### config.mk
export PLATFORM = sky130hd
export DESIGN_NAME = pid_incr
export DESIGN_NICKNAME = d
export VERILOG_FILES = /design/src/rtl/pid_pkg.sv /design/src/rtl/pid_sat.sv /design/src/rtl/pid_incr.sv
export SDC_FILE = /design/constraint.sdc
export NUM_CORES = 2
export LEC_CHECK = 0
export ABC_AREA = 1
export BUFFER_PORTS_ARGS = -buffer_cell sky130_fd_sc_hd__buf_2
export CAP_MARGIN = 20
export CORE_MARGIN = 3
export CORE_UTILIZATION = 44
export DETAILED_ROUTE_END_ITERATION = 16
export GPL_TIMING_DRIVEN = 1
export PLACE_DENSITY = 0.63
export SLEW_MARGIN = 15
export SYNTH_ARGS = -nofsm -noshare
export SYNTH_HDL_FRONTEND = slang
export SYNTH_HIERARCHICAL = 1
export SYNTH_SLANG_ARGS = --single-unit
### constraint.sdc
create_clock -name clk -period 29.2 [get_ports clk]
set_input_delay 2.92 -clock clk [delete_from_list [all_inputs] [get_ports clk]]
set_output_delay 2.92 -clock clk [all_outputs]
set_load 0.01 [all_outputs]
### src/rtl/pid_pkg.sv
// Shared types, widths and operand helpers for the incremental PID engine.
package pid_pkg;

    // Update sequencer states
    typedef enum logic [2:0] {
        IDLE   = 3'd0,
        MUL_P  = 3'd1,
        MUL_I  = 3'd2,
        MUL_D  = 3'd3,
        UPDATE = 3'd4
    } state_e;

    // Data, multiplier operand, product, accumulator and sum widths
    localparam int DW  = 32;
    localparam int OPW = 34;
    localparam int PW  = 66;
    localparam int AW  = 68;
    localparam int SW  = 69;

    // Default number of fractional bits in the gains
    localparam int FRAC_DEF = 16;

    // Sign-extend a data word to the multiplier operand width
    function automatic logic signed [OPW-1:0] sext_op(input logic signed [DW-1:0] v);
        return $signed({{(OPW-DW){v[DW-1]}}, v});
    endfunction

    // Proportional operand e0 - e1 (needs 33 bits, carried in 34)
    function automatic logic signed [OPW-1:0] p_operand(input logic signed [DW-1:0] e0,
                                                        input logic signed [DW-1:0] e1);
        return sext_op(e0) - sext_op(e1);
    endfunction

    // Derivative operand e0 - 2*e1 + e2; extremes are +/-(2^33 - 2), so 34 bits suffice
    function automatic logic signed [OPW-1:0] d_operand(input logic signed [DW-1:0] e0,
                                                        input logic signed [DW-1:0] e1,
                                                        input logic signed [DW-1:0] e2);
        logic signed [OPW-1:0] e1x2;
        e1x2 = sext_op(e1) <<< 1;
        return sext_op(e0) - e1x2 + sext_op(e2);
    endfunction

endpackage

### src/rtl/pid_sat.sv
// Combinational clamp of the wide u + delta sum into [UMIN, UMAX].
module pid_sat
    import pid_pkg::*;
#(
    parameter logic signed [DW-1:0] UMAX = 32'sh7FFF_FFFF,
    parameter logic signed [DW-1:0] UMIN = 32'sh8000_0000
) (
    input  logic signed [SW-1:0] sum_i,
    output logic signed [DW-1:0] val_o,
    output logic                 sat_o
);

    localparam logic signed [SW-1:0] UMAX_X = $signed({{(SW-DW){UMAX[DW-1]}}, UMAX});
    localparam logic signed [SW-1:0] UMIN_X = $signed({{(SW-DW){UMIN[DW-1]}}, UMIN});

    // Select the bound that was crossed, or pass the in-range sum through
    always_comb begin
        val_o = sum_i[DW-1:0];
        sat_o = 1'b0;
        if (sum_i > UMAX_X) begin
            val_o = UMAX;
            sat_o = 1'b1;
        end else if (sum_i < UMIN_X) begin
            val_o = UMIN;
            sat_o = 1'b1;
        end else begin
            val_o = sum_i[DW-1:0];
            sat_o = 1'b0;
        end
    end

endmodule

### src/rtl/pid_incr.sv
// Incremental PID update: u(k) = sat(u(k-1) + (Kp*(e0-e1) + Ki*e0 + Kd*(e0-2e1+e2)) >>> FRAC).
// One shared 34x32 multiplier is time-multiplexed over three cycles, a fourth
// cycle scales, adds and saturates.
module pid_incr
    import pid_pkg::*;
#(
    parameter int                   FRAC = FRAC_DEF,
    parameter logic signed [DW-1:0] UMAX = 32'sh7FFF_FFFF,
    parameter logic signed [DW-1:0] UMIN = 32'sh8000_0000
) (
    input  logic                 clk,
    input  logic                 rst_n,
    input  logic                 clr,
    input  logic                 start,
    input  logic signed [DW-1:0] ek0,
    input  logic signed [DW-1:0] ek1,
    input  logic signed [DW-1:0] ek2,
    input  logic signed [DW-1:0] kp,
    input  logic signed [DW-1:0] ki,
    input  logic signed [DW-1:0] kd,
    output logic                 busy,
    output logic signed [DW-1:0] u,
    output logic                 u_valid,
    output logic                 u_sat
);

    state_e state_q, state_d;

    logic signed [DW-1:0] e0_q, e0_d;
    logic signed [DW-1:0] e1_q, e1_d;
    logic signed [DW-1:0] e2_q, e2_d;
    logic signed [DW-1:0] kp_q, kp_d;
    logic signed [DW-1:0] ki_q, ki_d;
    logic signed [DW-1:0] kd_q, kd_d;
    logic signed [AW-1:0] acc_q, acc_d;
    logic signed [DW-1:0] u_q, u_d;
    logic                 u_valid_q, u_valid_d;
    logic                 u_sat_q, u_sat_d;
    logic                 busy_q, busy_d;

    logic signed [OPW-1:0] op_a_s;
    logic signed [DW-1:0]  op_b_s;
    logic signed [PW-1:0]  prod_s;
    logic signed [AW-1:0]  prod_ext_s;
    logic signed [AW-1:0]  delta_s;
    logic signed [SW-1:0]  sum_s;
    logic signed [DW-1:0]  clamp_s;
    logic                  clamp_sat_s;

    // Operand mux feeding the single multiplier, steered by the current phase
    always_comb begin
        op_a_s = {OPW{1'b0}};
        op_b_s = {DW{1'b0}};
        case (state_q)
            MUL_P: begin
                op_a_s = p_operand(e0_q, e1_q);
                op_b_s = kp_q;
            end
            MUL_I: begin
                op_a_s = sext_op(e0_q);
                op_b_s = ki_q;
            end
            MUL_D: begin
                op_a_s = d_operand(e0_q, e1_q, e2_q);
                op_b_s = kd_q;
            end
            default: begin
                op_a_s = {OPW{1'b0}};
                op_b_s = {DW{1'b0}};
            end
        endcase
    end

    // The one multiplier: both operands widened to the full product width first
    assign prod_s     = $signed({{(PW-OPW){op_a_s[OPW-1]}}, op_a_s})
                      * $signed({{(PW-DW){op_b_s[DW-1]}}, op_b_s});
    assign prod_ext_s = $signed({{(AW-PW){prod_s[PW-1]}}, prod_s});

    // Scale back to integer units (floor) and form the wide candidate output
    assign delta_s = acc_q >>> FRAC;
    assign sum_s   = $signed({{(SW-DW){u_q[DW-1]}}, u_q}) + $signed({delta_s[AW-1], delta_s});

    pid_sat #(
        .UMAX (UMAX),
        .UMIN (UMIN)
    ) u_sat_blk (
        .sum_i (sum_s),
        .val_o (clamp_s),
        .sat_o (clamp_sat_s)
    );

    // Next-state logic of the update sequencer; clr wins over everything
    always_comb begin
        state_d = state_q;
        if (clr) begin
            state_d = IDLE;
        end else begin
            case (state_q)
                IDLE: begin
                    if (start) begin
                        state_d = MUL_P;
                    end else begin
                        state_d = IDLE;
                    end
                end
                MUL_P:   state_d = MUL_I;
                MUL_I:   state_d = MUL_D;
                MUL_D:   state_d = UPDATE;
                UPDATE:  state_d = IDLE;
                default: state_d = IDLE;
            endcase
        end
    end

    // Datapath next values: operand capture, accumulation and output update
    always_comb begin
        e0_d      = e0_q;
        e1_d      = e1_q;
        e2_d      = e2_q;
        kp_d      = kp_q;
        ki_d      = ki_q;
        kd_d      = kd_q;
        acc_d     = acc_q;
        u_d       = u_q;
        u_sat_d   = u_sat_q;
        u_valid_d = 1'b0;
        if (clr) begin
            acc_d   = {AW{1'b0}};
            u_d     = {DW{1'b0}};
            u_sat_d = 1'b0;
        end else begin
            case (state_q)
                IDLE: begin
                    if (start) begin
                        e0_d  = ek0;
                        e1_d  = ek1;
                        e2_d  = ek2;
                        kp_d  = kp;
                        ki_d  = ki;
                        kd_d  = kd;
                        acc_d = {AW{1'b0}};
                    end else begin
                        acc_d = acc_q;
                    end
                end
                MUL_P, MUL_I, MUL_D: begin
                    acc_d = acc_q + prod_ext_s;
                end
                UPDATE: begin
                    u_d       = clamp_s;
                    u_sat_d   = clamp_sat_s;
                    u_valid_d = 1'b1;
                end
                default: begin
                    acc_d = {AW{1'b0}};
                end
            endcase
        end
        busy_d = (state_d != IDLE);
    end

    // Sequencer state register
    always_ff @(posedge clk or negedge rst_n) begin
        if (!rst_n) begin
            state_q <= IDLE;
        end else begin
            state_q <= state_d;
        end
    end

    // Operand, accumulator and output registers
    always_ff @(posedge clk or negedge rst_n) begin
        if (!rst_n) begin
            e0_q      <= {DW{1'b0}};
            e1_q      <= {DW{1'b0}};
            e2_q      <= {DW{1'b0}};
            kp_q      <= {DW{1'b0}};
            ki_q      <= {DW{1'b0}};
            kd_q      <= {DW{1'b0}};
            acc_q     <= {AW{1'b0}};
            u_q       <= {DW{1'b0}};
            u_valid_q <= 1'b0;
            u_sat_q   <= 1'b0;
            busy_q    <= 1'b0;
        end else begin
            e0_q      <= e0_d;
            e1_q      <= e1_d;
            e2_q      <= e2_d;
            kp_q      <= kp_d;
            ki_q      <= ki_d;
            kd_q      <= kd_d;
            acc_q     <= acc_d;
            u_q       <= u_d;
            u_valid_q <= u_valid_d;
            u_sat_q   <= u_sat_d;
            busy_q    <= busy_d;
        end
    end

    assign busy    = busy_q;
    assign u       = u_q;
    assign u_valid = u_valid_q;
    assign u_sat   = u_sat_q;

endmodule

-- After elaboration in Yosys (flattened, before gate mapping)
Index checks and enable logic that the tools add are counted.
- register bits after elaboration: 298
- bits of input ports: 196
- logic and storage cells: 51
- output and inout bits: 35
- reduce and logical (&&, ||, !) cells: 6
- bitwise gates (word level): 1
- equal/unequal tests: 6
- mux-type cells: 18
- magnitude comparators: 2
- multipliers: 1
- add/sub/neg operators: 5
- operator list (kind ; count):
    case mux 68 bit (3 select lines) ; 1
    two-way mux 68 bit ; 2
    two-way mux 32 bit ; 4
    case mux 34 bit (3 select lines) ; 1
    case mux 32 bit (3 select lines) ; 1
    adder 68 x 66 -> 68 bit ; 1
    multiplier 34 x 32 -> 66 bit ; 1
    adder 32 x 52 -> 53 bit ; 1
    greater-than comparator 53 x 32 -> 1 bit, second input constant ; 1
    less-than comparator 53 x 32 -> 1 bit, second input constant ; 1
    adder 34 x 32 -> 34 bit ; 1
    subtractor 32 x 33 -> 34 bit ; 1
    subtractor 32 x 32 -> 33 bit ; 1
    case mux 3 bit (4 select lines) ; 1
    two-way mux 1 bit ; 7
    == test 3 x 2 -> 1 bit, second input constant ; 2
    == test 3 x 1 -> 1 bit, second input constant ; 1
    == test 3 bit, second input constant ; 1
    zero test 3 bit ; 1
    two-way mux 3 bit ; 1
    inequality test 3 bit, second input constant ; 1
    AND reduction 3 bit ; 1
    nonzero test 3 bit ; 1
    OR reduction 3 bit ; 1
    4 further kinds ; 4

-- Depth between registers and ports, before layout
- depth after elaboration: 7
- gate-level depth with buffers: 48
- depth with buffers taken out: 47

-- Modules after synthesis
Netlist, hierarchy kept.
- modules (own cells, without submodules) (module ; instances ; area each (um2) ; cells each ; seq. area each (um2)):
    pid_incr ; 1 ; 66610.1 ; 8583 ; 7457.2
    pid_sat ; 1 ; 591.8 ; 140 ; 0.0

-- Worst setup path before layout
No wires, ideal clock.
- path kind: register to register
- from: register e0_q[16]
- to: register acc_q[67]
- data required time: 29.082 ns
- cell stages (with the launch flop): 42
- library setup time: 0.118 ns
- data arrival time: 9.116 ns
- clock period less this slack: 9.234 ns
- setup slack: 19.966 ns
- buffers on the path: 2
- cells stage by stage: dfrtp_1 inv_1 fa_1 inv_1 ha_1 nand2_1 inv_1 a21oi_2 inv_1 a21oi_1 nand2_1 nand2_1 nand3_1 nand2_1 nand3_1 nand2_2 buf_2 nand2_1 (+6 left out) inv_1 fa_1 fa_1 fa_1 fa_1 inv_1 fa_1 inv_1 ha_1 nand2_1 nor2_1 nand2_1 nor4_1 nand2_1 nand2_1 nand3_1 nand3_1 nand2_1
- longest elaborated chain between the ends: 7
- elaborated cells between the ends (all ways): 8
- classes of those cells: add/sub (4); mul (1); mux (3)
- ends and longest elaborated chain (element ; line ; RTL):
    start: declaration ; pid_incr.sv:29 ; logic signed [DW-1:0] e0_q, e0_d;
    start signal: assignment ; pid_incr.sv:174 ; e0_q <= {DW{1'b0}};
    subtractor 32 x 33 -> 34 bit ; pid_pkg.sv:40 ; return sext_op(e0) - e1x2 + sext_op(e2);
    adder 34 x 32 -> 34 bit ; pid_pkg.sv:40 ;
    case mux 34 bit (3 select lines) (*) ; pid_incr.sv:54 ; case (state_q)
    multiplier 34 x 32 -> 66 bit (*) ; pid_incr.sv:76 ; * $signed({{(PW-DW){op_b_s[DW-1]}}, op_b_s});
    adder 68 x 66 -> 68 bit (*) ; pid_incr.sv:147 ; acc_d = acc_q + prod_ext_s;
    case mux 68 bit (3 select lines) (*) ; pid_incr.sv:132 ; case (state_q)
    two-way mux 68 bit (*) ; pid_incr.sv:127 ; if (clr) begin
    end signal: assignment ; pid_incr.sv:180 ; acc_q <= {AW{1'b0}};
    end: declaration ; pid_incr.sv:35 ; logic signed [AW-1:0] acc_q, acc_d;
Every way passes the cells marked *; elsewhere a longest branch is shown, timed or not.
A chain may end at the register's enable or synchronous reset.

-- Worst setup path after layout
- from: register e0_q[10]
- to: register acc_q[39]
Same word-level chain as after synthesis.

==> summary.txt <==
Placement
  • Gp weighted congestion: 1.03
  • I/O Buffers: 230
  • Hpwl dp: 187000 microns

Synthesis
  • Mapped Cells: 8723
  • Post-synthesis async set-or-reset flop share: 100%
  • Synthesized Nets: 10600
  • Count of different cell masters after synthesis: 59
  • Post-synth EDFFs: 0
  • Syn Area/Cell: 7.70 sq um
  • FF+latch count, synth: 298
  • Mapped cell area: 67200 sq um
  • Yosys warns: 6
  • Sequential fraction of the synthesis area: 11.1%
  • Top_reg_cell synth: dfrtp_1

Run status
  • Outcome: complete, no violations

Critical path
  • Setup crit start: e0_q[10]
  • Launch point of the worst reg-to-reg path: e0_q[10]
  • Cell count of the worst reg-to-reg path: 43
  • Most used cell, CP: nand2_1
  • CP Max Fanout: 32
  • Register-to-Register Setup Slack: 17790 ps
  • Max incr delay on CP: 840 ps
  • CP Launch Type: flop
  • CP required: 29670 ps
  • Worst EP arrival: 11880 ps
  • Category of the most critical setup path: flop to flop
  • Slowest cell on crit path: nand3_2
  • Critical Path End Type: flop

Timing
  • RSZ-0062 raised after global routing: no
  • Final hold slack: 503 ps
  • Worst-Margin Slew: 1120 ps
  • Layout Skew: 33.3 ps
  • Slew headroom: 25.6%
  • Fin Setup TNS: 0 ps
  • Fin. Hold Viols: 0
  • Setup violators final: 0
  • Minimum clock period: 11410 ps
  • Fin. max-slew vios: 0
  • Tcrit/Tclk final: 39.1%
  • Fmax: 0.0876 GHz

Clock tree
  • CTS Buffer Depth: 3
  • Post_cts resized: 0
  • CTS buffer count: 39
  • # hold bufs at CTS: 0
  • H-Tree Depth: 2
  • Clock slew at reported path FFs: 70 ps
  • Worst skew pair latency: 620 ps
  • Setup bufs post-CTS: 0
  • Clock root cell: clkbuf_16
  • Clk sinks: 298
  • CTS tree: yes

Global route
  • GR Util met1: 40.8%
  • First-pass GRT wire length: 346000 microns
  • Antenna violations before repair: 12
  • GR Util met2: 44.5%
  • Total Routing Usage GR: 28.4%
  • Vias in the first global route: 59400
  • Largest net degree at the start of global routing: 91
  • GRT Residual Overflow: 0
  • Met3 usage: 5.63%
  • Gr busiest metal: met2

Hold path
  • Hold/Removal Path Class: flop to flop
  • Worst Hold Depth: 1
  • Worst hold path startpoint: kp_q[17]

Final layout
  • # nets final: 10700
  • Commonest cells after routing, fill and taps aside: inv_1, nand2_1, fa_1, nor2_1, a21oi_1
  • Most common cell after layout, fill and taps aside: inv_1
  • Layout cell share with drive strength beyond 1: 6.53%
  • P&R area growth vs syn: 6.41%

Die
  • Ports: 231
  • Core area: 151000 sq um
  • Initial Util: 44.6%
  • Die Y-Extent: 397 microns
  • Die width: 397 microns
  • Rows: 142
  • Die Area: 157000 sq um

Job
  • Maxcap violations: 0

Drt
  • Routed Antenna Nets: 0
  • Routed vias/inst: 5.17
  • Via count: 56100
  • Post-route DRC violation count: 0
  • Initial detailed-routing violation count: 4229
  • Wire per inst: 20.2 microns
  • 1st-pass router iterations: 8
  • Final wirelength: 219000 microns
Yosys cell counts, drive strengths merged (20+ instances only):
library cell  instances  area, sq um
clkbuf               47          176
nand3               277         1480
xor2                 46          403
nor2                574         2180
fa                 1325        26500
nand2              2173         8200
xnor2                21          184
ha                  344         4300
mux2                 91         1020
buf                 229         1260
nand3b               20          150
dfrtp               298         7460
nor3                 33          228
a21oi               382         1920
nand4                38          238
inv                2448         9190
o21ai               221         1110
o21bai               37          297
final cells by class:
cell class              instances  area, sq um
inverters                    2448         9190
flip-flops and latches        298         7460
diodes                          5         12.5
clock buffers                  49         1050
multi-input cells            5701        49200
repair buffers                303         1750
well taps                    2016         2520
fillers                     15000        79300
clock inverters                22          345
critical path, delay by kind of cell (launching register included):
| family | cells | cell delay, ps |
|---|---|---|
| fa+ha+maj | 11 | 5580 |
| simple gates | 21 | 4500 |
| flops | 1 | 360 |
| compound gates | 1 | 90 |
| buf+inv | 10 | 680 |
through the flow:
| step | util (%) | setup WS, ps | cells | cell area [sq um] |
|---|---|---|---|---|
| 4_1_cts | 47.4 | 17610 | 10800 | 71400 |
| 2_1_floorplan | - | 19970 | 8723 | 67200 |
| 3_5_place_dp | 46.4 | 17630 | 10800 | 70000 |
| 5_1_grt | 47.4 | 17350 | 10800 | 71500 |
| 3_3_place_gp | 46.4 | 17870 | 10800 | 70000 |
| 6_report | 47.4 | 17790 | 10800 | 71500 |
registers in the layout (all words and copies together) (netlist names), 3 cells and up:
signal and flops:
acc_q 68, u 32, ki_q 32, e2_q 32, kd_q 32, e0_q 32, kp_q 32, e1_q 32
state_q 3
metal layers:
metal,up-vias,wire length (microns)
li1,25400,-
met1,28300,97000
met3,301,18600
met5,-,46
met2,2090,97900
met4,8,5200
kinds of logic after synthesis:
kind of cell             count (synthesis)  share of synthesized area (%)
AND/OR/NAND/NOR                       3156                           19.0
buffers and inverters                 2724                           15.8
adder cells (fa/ha/maj)               1670                           45.9
AO/OA/AOI/OAI                          717                           5.84
flip-flops                             298                           11.1
multiplexers                            91                           1.52
XOR/XNOR                                67                          0.873
worst paths after layout:
| path | end |
|---|---|
| setup reg to reg | acc_q[39] |
| setup / recovery | acc_q[39] |
| min in group asynchronous | acc_q[1] |
| hold reg to reg | kp_q[17] |
| hold / removal | kp_q[17] |
| max in group asynchronous | kp_q[25] |
Power is not shown: default switching activity piles up to over one toggle a cycle in this logic, so the estimate is an artifact.
